<file path="src/rtl/console_uart_tx_pkg.sv">
// Shared types and constants for the console UART transmitter.
// The state encodings are also used by simulation loggers to print state names.
package console_uart_tx_pkg;

    localparam int UART_STATE_LEN = 2;
    localparam int BITS_PER_CHAR  = 8;

    typedef enum logic [UART_STATE_LEN-1:0] {
        UART_IDLE  = 2'd0,
        UART_START = 2'd1,
        UART_DATA  = 2'd2,
        UART_STOP  = 2'd3
    } uart_state_e;

    // Width of a counter that must hold 0..clks-1.
    function automatic int baud_width(input int clks);
        return (clks > 1) ? $clog2(clks) : 1;
    endfunction

endpackage

</file>
<file path="src/rtl/console_fifo.sv">
// Synchronous first-word-fall-through FIFO; rdata always shows the head entry.
// A push into a full FIFO is accepted only when a pop happens in the same cycle.
module console_fifo #(
    parameter int FIFO_AW = 4,
    parameter int WIDTH   = 8
) (
    input  logic               clk,
    input  logic               reset,
    input  logic               push,
    input  logic               pop,
    input  logic [WIDTH-1:0]   wdata,
    output logic [WIDTH-1:0]   rdata,
    output logic               full,
    output logic               empty,
    output logic [FIFO_AW:0]   count
);

    localparam int DEPTH = 1 << FIFO_AW;

    logic [WIDTH-1:0]   mem_q [DEPTH];
    logic [FIFO_AW-1:0] wr_ptr_q, wr_ptr_d;
    logic [FIFO_AW-1:0] rd_ptr_q, rd_ptr_d;
    logic [FIFO_AW:0]   count_q, count_d;
    logic               do_push, do_pop;

    assign full  = (count_q == (FIFO_AW+1)'(DEPTH));
    assign empty = (count_q == '0);
    assign count = count_q;
    assign rdata = mem_q[rd_ptr_q];

    always_comb begin
        do_pop   = pop & ~empty;
        do_push  = push & (~full | do_pop);
        wr_ptr_d = wr_ptr_q + FIFO_AW'(do_push);
        rd_ptr_d = rd_ptr_q + FIFO_AW'(do_pop);
        count_d  = count_q + (FIFO_AW+1)'(do_push) - (FIFO_AW+1)'(do_pop);
    end

    always_ff @(posedge clk) begin
        if (reset) begin
            wr_ptr_q <= '0;
            rd_ptr_q <= '0;
            count_q  <= '0;
        end else begin
            wr_ptr_q <= wr_ptr_d;
            rd_ptr_q <= rd_ptr_d;
            count_q  <= count_d;
        end
    end

    // Storage carries no reset; stale entries are unreachable once the pointers clear.
    always_ff @(posedge clk) begin
        if (do_push) begin
            mem_q[wr_ptr_q] <= wdata;
        end
    end

endmodule

</file>
<file path="src/rtl/console_uart_tx.sv">
// Console output: queues core console writes and sends each byte as 8N1 UART on tx.
// The core cannot stall, so writes into a full queue are dropped and flagged by overflow.
module console_uart_tx
    import console_uart_tx_pkg::*;
#(
    parameter int CLKS_PER_BIT = 868,
    parameter int FIFO_AW      = 4,
    parameter int XLEN         = 32
) (
    input  logic              clk,
    input  logic              reset,
    input  logic              console_we,
    input  logic [XLEN-1:0]   console_wdata,
    output logic              tx,
    output logic              busy,
    output logic              overflow,
    output logic [FIFO_AW:0]  fifo_count,
    output logic              frame_done
);

    localparam int BAUD_W = baud_width(CLKS_PER_BIT);
    localparam logic [BAUD_W-1:0] BAUD_LAST = BAUD_W'(CLKS_PER_BIT - 1);
    localparam logic [BAUD_W-1:0] BAUD_PRE  = BAUD_W'(CLKS_PER_BIT - 2);

    uart_state_e             state_q, state_d;
    logic [BAUD_W-1:0]       baud_q, baud_d;
    logic [2:0]              bit_q, bit_d;
    logic [7:0]              shift_q, shift_d;
    logic                    tx_q, tx_d;
    logic                    busy_q, busy_d;
    logic                    overflow_q, overflow_d;
    logic                    frame_done_q, frame_done_d;

    logic                    fifo_full, fifo_empty, pop, push_ok, baud_wrap;
    logic [7:0]              fifo_rdata;
    logic [FIFO_AW:0]        count_next;
    logic                    unused_wdata_hi;

    assign unused_wdata_hi = ^console_wdata[XLEN-1:8];

    console_fifo #(
        .FIFO_AW (FIFO_AW),
        .WIDTH   (8)
    ) u_fifo (
        .clk   (clk),
        .reset (reset),
        .push  (push_ok),
        .pop   (pop),
        .wdata (console_wdata[7:0]),
        .rdata (fifo_rdata),
        .full  (fifo_full),
        .empty (fifo_empty),
        .count (fifo_count)
    );

    always_comb begin
        state_d      = state_q;
        baud_d       = baud_q;
        bit_d        = bit_q;
        shift_d      = shift_q;
        tx_d         = tx_q;
        frame_done_d = 1'b0;
        pop          = 1'b0;
        baud_wrap    = (baud_q == BAUD_LAST);

        case (state_q)
            UART_IDLE: begin
                tx_d = 1'b1;
                if (!fifo_empty) begin
                    pop     = 1'b1;
                    shift_d = fifo_rdata;
                    bit_d   = '0;
                    baud_d  = '0;
                    tx_d    = 1'b0;
                    state_d = UART_START;
                end
            end
            UART_START: begin
                if (baud_wrap) begin
                    baud_d  = '0;
                    tx_d    = shift_q[0];
                    state_d = UART_DATA;
                end else begin
                    baud_d = baud_q + 1'b1;
                end
            end
            UART_DATA: begin
                if (baud_wrap) begin
                    baud_d  = '0;
                    shift_d = shift_q >> 1;
                    if (bit_q == 3'(BITS_PER_CHAR - 1)) begin
                        tx_d    = 1'b1;
                        state_d = UART_STOP;
                    end else begin
                        bit_d = bit_q + 1'b1;
                        tx_d  = shift_q[1];
                    end
                end else begin
                    baud_d = baud_q + 1'b1;
                end
            end
            UART_STOP: begin
                // Registered pulse must land on the last stop cycle, so raise it one count early.
                frame_done_d = (baud_q == BAUD_PRE);
                if (baud_wrap) begin
                    baud_d = '0;
                    if (!fifo_empty) begin
                        pop     = 1'b1;
                        shift_d = fifo_rdata;
                        bit_d   = '0;
                        tx_d    = 1'b0;
                        state_d = UART_START;
                    end else begin
                        tx_d    = 1'b1;
                        state_d = UART_IDLE;
                    end
                end else begin
                    baud_d = baud_q + 1'b1;
                end
            end
            default: begin
                tx_d    = 1'b1;
                state_d = UART_IDLE;
            end
        endcase

        push_ok    = console_we & (~fifo_full | pop);
        overflow_d = overflow_q | (console_we & ~push_ok);
        count_next = fifo_count + (FIFO_AW+1)'(push_ok) - (FIFO_AW+1)'(pop);
        busy_d     = (state_d != UART_IDLE) | (count_next != '0);
    end

    always_ff @(posedge clk) begin
        if (reset) begin
            state_q      <= UART_IDLE;
            baud_q       <= '0;
            bit_q        <= '0;
            shift_q      <= '0;
            tx_q         <= 1'b1;
            busy_q       <= 1'b0;
            overflow_q   <= 1'b0;
            frame_done_q <= 1'b0;
        end else begin
            state_q      <= state_d;
            baud_q       <= baud_d;
            bit_q        <= bit_d;
            shift_q      <= shift_d;
            tx_q         <= tx_d;
            busy_q       <= busy_d;
            overflow_q   <= overflow_d;
            frame_done_q <= frame_done_d;
        end
    end

    assign tx         = tx_q;
    assign busy       = busy_q;
    assign overflow   = overflow_q;
    assign frame_done = frame_done_q;

endmodule

</file>
<file path="config.mk">
export PLATFORM = sky130hd
export DESIGN_NAME = console_uart_tx
export DESIGN_NICKNAME = d
export VERILOG_FILES = /design/src/rtl/console_uart_tx_pkg.sv /design/src/rtl/console_fifo.sv /design/src/rtl/console_uart_tx.sv
export SDC_FILE = /design/constraint.sdc
export NUM_CORES = 1
export LEC_CHECK = 0
export ABC_AREA = 0
export CORE_UTILIZATION = 48
export CTS_CLUSTER_SIZE = 25
export DETAILED_ROUTE_END_ITERATION = 12
export PLACE_DENSITY_LB_ADDON = 0.25
export SLEW_MARGIN = 10
export SYNTH_ARGS = -nofsm -noshare
export SYNTH_HDL_FRONTEND = slang
export SYNTH_HIERARCHICAL = 1
export SYNTH_SLANG_ARGS = --single-unit
</file>
<file path="constraint.sdc">
create_clock -name clk -period 6.6 [get_ports clk]
set_clock_uncertainty 0.15 [all_clocks]
set_input_delay 0.66 -clock clk [delete_from_list [all_inputs] [get_ports clk]]
set_output_delay 0.66 -clock clk [all_outputs]
set_load 0.01 [all_outputs]
</file>
# Word level (Yosys, flattened, before mapping)

Memory sizes are Yosys's and may differ from the RTL's. A register that Yosys moved wholly into a read port is not among the register bits.
Index checks and enable logic that the tools add are counted.

Bits in registers: 40
Memory bits (read-only): 0
Latch bits: 0
Output and inout port bits: 9
RAM bits: 128
Word-level logic and storage cells: 85
Input bits: 35
Memories: 1

Memory list:

| memory       | words | bits a word | read ports | clocked after memory_dff | write ports | RTL line           | text |
|---|---|---|---|---|---|---|---|
| u_fifo.mem_q | 16    | 8           | 1          | 1                        | 1           | console_fifo.sv:20 | `logic [WIDTH-1:0] mem_q [DEPTH];` |

Reduce and logical (&&, ||, !) cells: 10
Mux-type cells: 31
Multiply operators: 0
Equality and inequality tests: 12
$lt $le $gt $ge: 0
Shift-type cells: 0
Add/subtract/negate cells: 8
Bitwise gates (word level): 12
Div/mod/pow operators: 0

Operators by type and width:

| operator                                                         | number |
|---|---|
| 8-bit two-way mux                                                | 3 |
| 8-bit one-hot mux with 3 select lines                            | 1 |
| 10-bit equality test (second input constant)                     | 2 |
| 10-bit two-way mux                                               | 2 |
| 10-bit one-hot mux with 2 select lines                           | 1 |
| 3-bit two-way mux                                                | 4 |
| 10-bit by 1-bit adder with 10-bit output (second input constant) | 1 |
| 5-bit by 1-bit adder with 5-bit output                           | 2 |
| 1-bit two-way mux                                                | 10 |
| 2-bit two-way mux                                                | 5 |
| 2-bit != test (second input constant)                            | 5 |
| 5-bit by 1-bit subtractor with 5-bit output                      | 2 |
| 3-bit one-hot mux with 3 select lines                            | 1 |
| 4-bit by 1-bit adder with 4-bit output                           | 2 |
| 2-bit one-hot mux with 4 select lines                            | 1 |
| 3-bit AND reduction                                              | 2 |
| 5-bit equality test (second input constant)                      | 1 |
| 5-bit zero test                                                  | 1 |
| 5-bit nonzero test                                               | 1 |
| 1-bit AND                                                        | 4 |
| 2-bit equality test (second input constant)                      | 2 |
| 4-bit two-way mux                                                | 1 |
| 1-bit inverter                                                   | 4 |
| 1-bit OR                                                         | 4 |
| other kinds (11)                                                 | 11 |

# Logic depth before layout (Yosys ltp)

Depth in word-level cells: 10
Gate-level depth with buffers: 16

# Cells and area by module

Netlist, hierarchy kept.

Modules (own cells, without submodules):

| module          | cells each | seq. area each (um^2) | instances | area an instance (um^2) |
|---|---|---|---|---|
| console_fifo    | 294        | 4,103.9               | 1         | 5,693.0 |
| console_uart_tx | 190        | 540.5                 | 1         | 1,701.6 |

# Worst setup path after synthesis

No wires, ideal clock.

Path kind: register to register
Start point: reg u_fifo.count_q[3], in the netlist u_fifo/count[3]
End point: reg busy_q, in the netlist busy
Library setup time: 0.142 ns
Buffers on the path: 1
Data required time: 6.308 ns
Cell stages (with the launch flop): 15
Path slack: 2.999 ns
Clock period less this slack: 3.601 ns
Arrival time: 3.309 ns
Cell sequence: dfxtp_1 inv_1 ha_1 nor4b_2 clkbuf_1 nor3_1 o21ai_0 ha_1 inv_1 ha_1 fa_1 nand3_1 nand3_1 a2111oi_0 a41oi_1

Longest elaborated chain between the ends: 10
Elaborated cells on any way between the ends: 17

Ends and longest elaborated chain:

| element                                         | RTL line                                      | text |
|---|---|---|
| from (decl)                                     | console_fifo.sv:23                            | `logic [FIFO_AW:0] count_q, count_d;` |
| from (signal assigned)                          | console_fifo.sv:47                            | `count_q <= count_d;` |
| 5-bit zero test (*)                             | console_fifo.sv:27                            | `assign empty = (count_q == '0);` |
| named net fifo_empty                            | console_uart_tx.sv:34                         | `logic fifo_full, fifo_empty, pop, push_ok, baud_wrap;` |
| 1-bit two-way mux (*)                           | console_uart_tx.sv:69, console_uart_tx.sv:107 |  |
| 1-bit two-way mux                               | console_uart_tx.sv:105                        | `if (baud_wrap) begin` |
| 1-bit one-hot mux with 2 select lines (*)       | console_uart_tx.sv:66                         | `case (state_q)` |
| named net pop                                   | console_uart_tx.sv:34                         |  |
| 1-bit OR                                        | console_uart_tx.sv:127                        | `push_ok = console_we & (~fifo_full \| pop);` |
| 1-bit AND                                       | console_uart_tx.sv:127                        |  |
| 5-bit by 1-bit adder with 5-bit output          | console_uart_tx.sv:129                        | `count_next = fifo_count + (FIFO_AW+1)'(push_ok) - (FIFO_AW+1)'(pop);` |
| 5-bit by 1-bit subtractor with 5-bit output (*) | console_uart_tx.sv:129                        |  |
| 5-bit nonzero test (*)                          | console_uart_tx.sv:130                        | `busy_d = (state_d != UART_IDLE) \| (count_next != '0);` |
| 1-bit OR (*)                                    | console_uart_tx.sv:130                        |  |
| to (signal assigned)                            | console_uart_tx.sv:149                        | `busy_q <= busy_d;` |
| to (decl)                                       | console_uart_tx.sv:30                         | `logic busy_q, busy_d;` |

Mark *: on every way through the listed nets, which the timed path passes. The rest lies on a longest branch.
A chain may end at the register's enable or synchronous reset.

# Final worst setup path

Start point: reg u_fifo.count_q[2], in the netlist u_fifo/count[2]
End point: reg busy_q, in the netlist busy

The elaborated chain is that of the path after synthesis.

==> out/results.tsv <==
metric	value	unit
Critical Path Start Type	flip-flop	
Reg clk slew, reported paths	70	ps
post-DR wirelength/cell	18.9	µm
core area	15100	µm²
Crit. Startpoint	u_fifo/count[2]	
worst slew pin tran	1190	ps
crit path max fanout	11	
DR vias	4042	
post-CTS setup buffer count	0	
top cell type's share of synthesized area	52.0	%
CTS Hold Bufs	0	
VDD IR-drop max	0.000197	V
CTS tree	built	
clock power share	32.1	%
starting density of the core	48.8	%
number of max-cap violations	0	
fin. max-slew vios	0	
Util after Layout	54.8	%
Cell Area, Synth	7390	µm²
syn avg cell area	15.3	µm²
Vias/cell	5.73	
sequential share of power	43.2	%
Yosys top cell by area	edfxtp_1	
Core Rows	45	
later-pin clock latency in the skew report	420	ps
Power Dens Cells	373	nW/µm²
Placed Area	7690	µm²
grt total ovfl	0	
Total GRT Usage	18.2	%
reg-to-reg startpoint	u_fifo/count[2]	
Worst R2R Setup Slack	2550	ps
H-Tree Depth	4	
predominant post-synthesis flop cell	edfxtp_1	
Final period util	61.4	%
Int Pwr	2.15	mW
DRT antenna net count	0	
Worst Path Required	6730	ps
initial antenna violation count	0	
Die Ht	126	µm
RSZ-0062 raised after global routing	false	
final setup fails	0	
f_max	247	MHz
# resized after CTS	0	
Final Net Count	564	
Comb pwr share	24.7	%
largest net degree at the start of global routing	36	
Switching Share	30.5	%
Synth async-reset ratio	0	%
WL final	13300	µm
Warnings, synthesis	6	
synthesis-to-layout area growth	12.2	%
first-pass GRT wire length	21300	µm
drt drc	0	
Psw	0.943	mW
Critical Path Sink Type	flip-flop	
GPL Wtd Cong	0.737	
Hold Path Class	flip-flop to flip-flop	
IO buf count	19	
Longest Clk Path Bufs	2	
Worst R2R Path Depth	14	
Gate Count Post-Synth	484	
Antenna Cells	0	
count of state elements after synthesis	168	
leakage	2.79	nW
die area	15900	µm²
Root Driver	clkbuf_16	
Final Hold Viols	0	
drt pass-1 iters	4	
Unique masters post-synth	60	
I/O pin cnt	44	
R2R Path End	busy	
synth top area cells	edfxtp_1, dfxtp_1, mux4_1	
Worst slew margin	20.5	%
Mapped Nets	544	
total negative setup slack	0	ps
clock net sink count	168	
critical path arrival	4180	ps
Initial DRC Count	258	
post-route cell area	8300	µm²
min Tclk post-route	4050	ps
Num CTS Buffers	17	
final HPWL from detailed placement	8390	µm
number of flops mapped to enable cells by yosys	128	
CP Capture Point	busy	
vias in the first global route	4046	
critical path type	flip-flop to flip-flop	
layout cells sized above 1	12.4	%
status	finished clean	
Die X-Extent	126	µm
Seq/Total Area, Yosys	62.8	%
[cell usage after synthesis, types with 6 or more instances]
master and number:
inv_1 24, a21oi_1 15, mux2i_1 8, clkbuf_1 6
mux4_1 16, nand2_1 21, a311oi_1 7, nor3_1 8
nor2b_1 9, mux4_2 16, nor2_1 35, xor2_1 11
edfxtp_1 128, nand3_1 8, nand3b_1 6, a22oi_1 16
ha_1 23, o21ai_0 6, dfxtp_1 40
[registers in the layout, indices dropped and copies added, names as in the netlist]
signal           count
u_fifo/wr_ptr_q      4
baud_q              10
tx                   1
u_fifo/rd_ptr_q      4
overflow             1
u_fifo/count         5
state_q              2
bit_q                3
frame_done           1
u_fifo/mem_q       128
shift_q              8
busy                 1
[placed cells by master (no fill, tap or decap), types with 9 or more instances in the layout]
cell             synthesis  layout
ha_1                    23      23
mux4_1                  16      16
clkbuf_16                0      17
inv_1                   24      24
dfxtp_1                 40      38
xor2_1                  11      11
mux4_2                  16      16
edfxtp_1               128     128
nor2b_1                  9       9
nor2_1                  35      35
nand2_1                 21      21
clkdlybuf4s50_1          0      19
a22oi_1                 16      16
a21oi_1                 15      15
[cell families after synthesis]
logic type / count (synthesis) / synth area share, %
buffers and inverters: 48 / 3.65
adders and majority gates: 25 / 4.43
xor gates and xnor gates: 16 / 1.90
and+or+nand+nor: 112 / 8.04
muxes: 41 / 11.8
AOI/OAI and AO/OA: 74 / 7.33
DFF: 168 / 62.8
[power groups by stage]
stage	combinational, mW	clock [mW]	sequential [mW]
after floorplan	0.622	0	1.30
after global placement	0.739	0	1.35
after detailed placement	0.763	0	1.36
after CTS	0.770	1.01	1.34
after global routing	0.850	1.06	1.35
final	0.764	0.992	1.33
[critical path: stages (launching register included)]
cell and delay [ps]:
dfxtp_1 410, inv_1 90, ha_1 220, nor4b_2 160
buf_4 190, nor3_1 700, o21ai_0 200, ha_1 310
inv_1 40, ha_1 190, fa_1 400, nand3_1 120
nand3_1 80, a2111oi_0 470, a41oi_1 170
[worst min-delay path by stage]
stage / start / to / slack, ps / cells past startpoint
floorplan: shift_q[7] / shift_q[7] / 300 / 2
global placement: tx / tx / 300 / 1
detailed placement: tx / tx / 310 / 1
CTS: tx / tx / 330 / 1
global route: overflow / overflow / 360 / 2
finish: tx / tx / 320 / 1
[final cells by class]
cell class | instances | area (µm²)
flip-flops and latches | 168 | 4650
repair buffers | 25 | 235
clock buffers | 17 | 425
inverters | 24 | 90.1
fillers | 1185 | 6850
clock inverters | 15 | 183
well taps | 188 | 235
multi-input cells | 268 | 2480
[metrics by stage]
step | setup WS, ps | hold slack (ps) | total power, mW | cells
3_5_place_dp | 2540 | 307 | 2.12 | 673
6_report | 2550 | 322 | 3.09 | 705
4_1_cts | 2490 | 327 | 3.12 | 705
2_1_floorplan | 3000 | 299 | 1.93 | 484
3_3_place_gp | 2600 | 298 | 2.09 | 673
5_1_grt | 2180 | 360 | 3.26 | 705
[metal layers]
metal | wire length (µm) | track usage, % | vias up | part of all wire [%]
met3 | 478 | 4.59 | 5 | 3.6
met2 | 6840 | 31.0 | 74 | 51
li1 | - | - | 1927 | -
met1 | 5920 | 22.7 | 2036 | 45
met4 | 59 | 6.02 | 0 | 0.44
met5 | 0 | 0 | - | 0
Power figures use the tool's default switching activity.
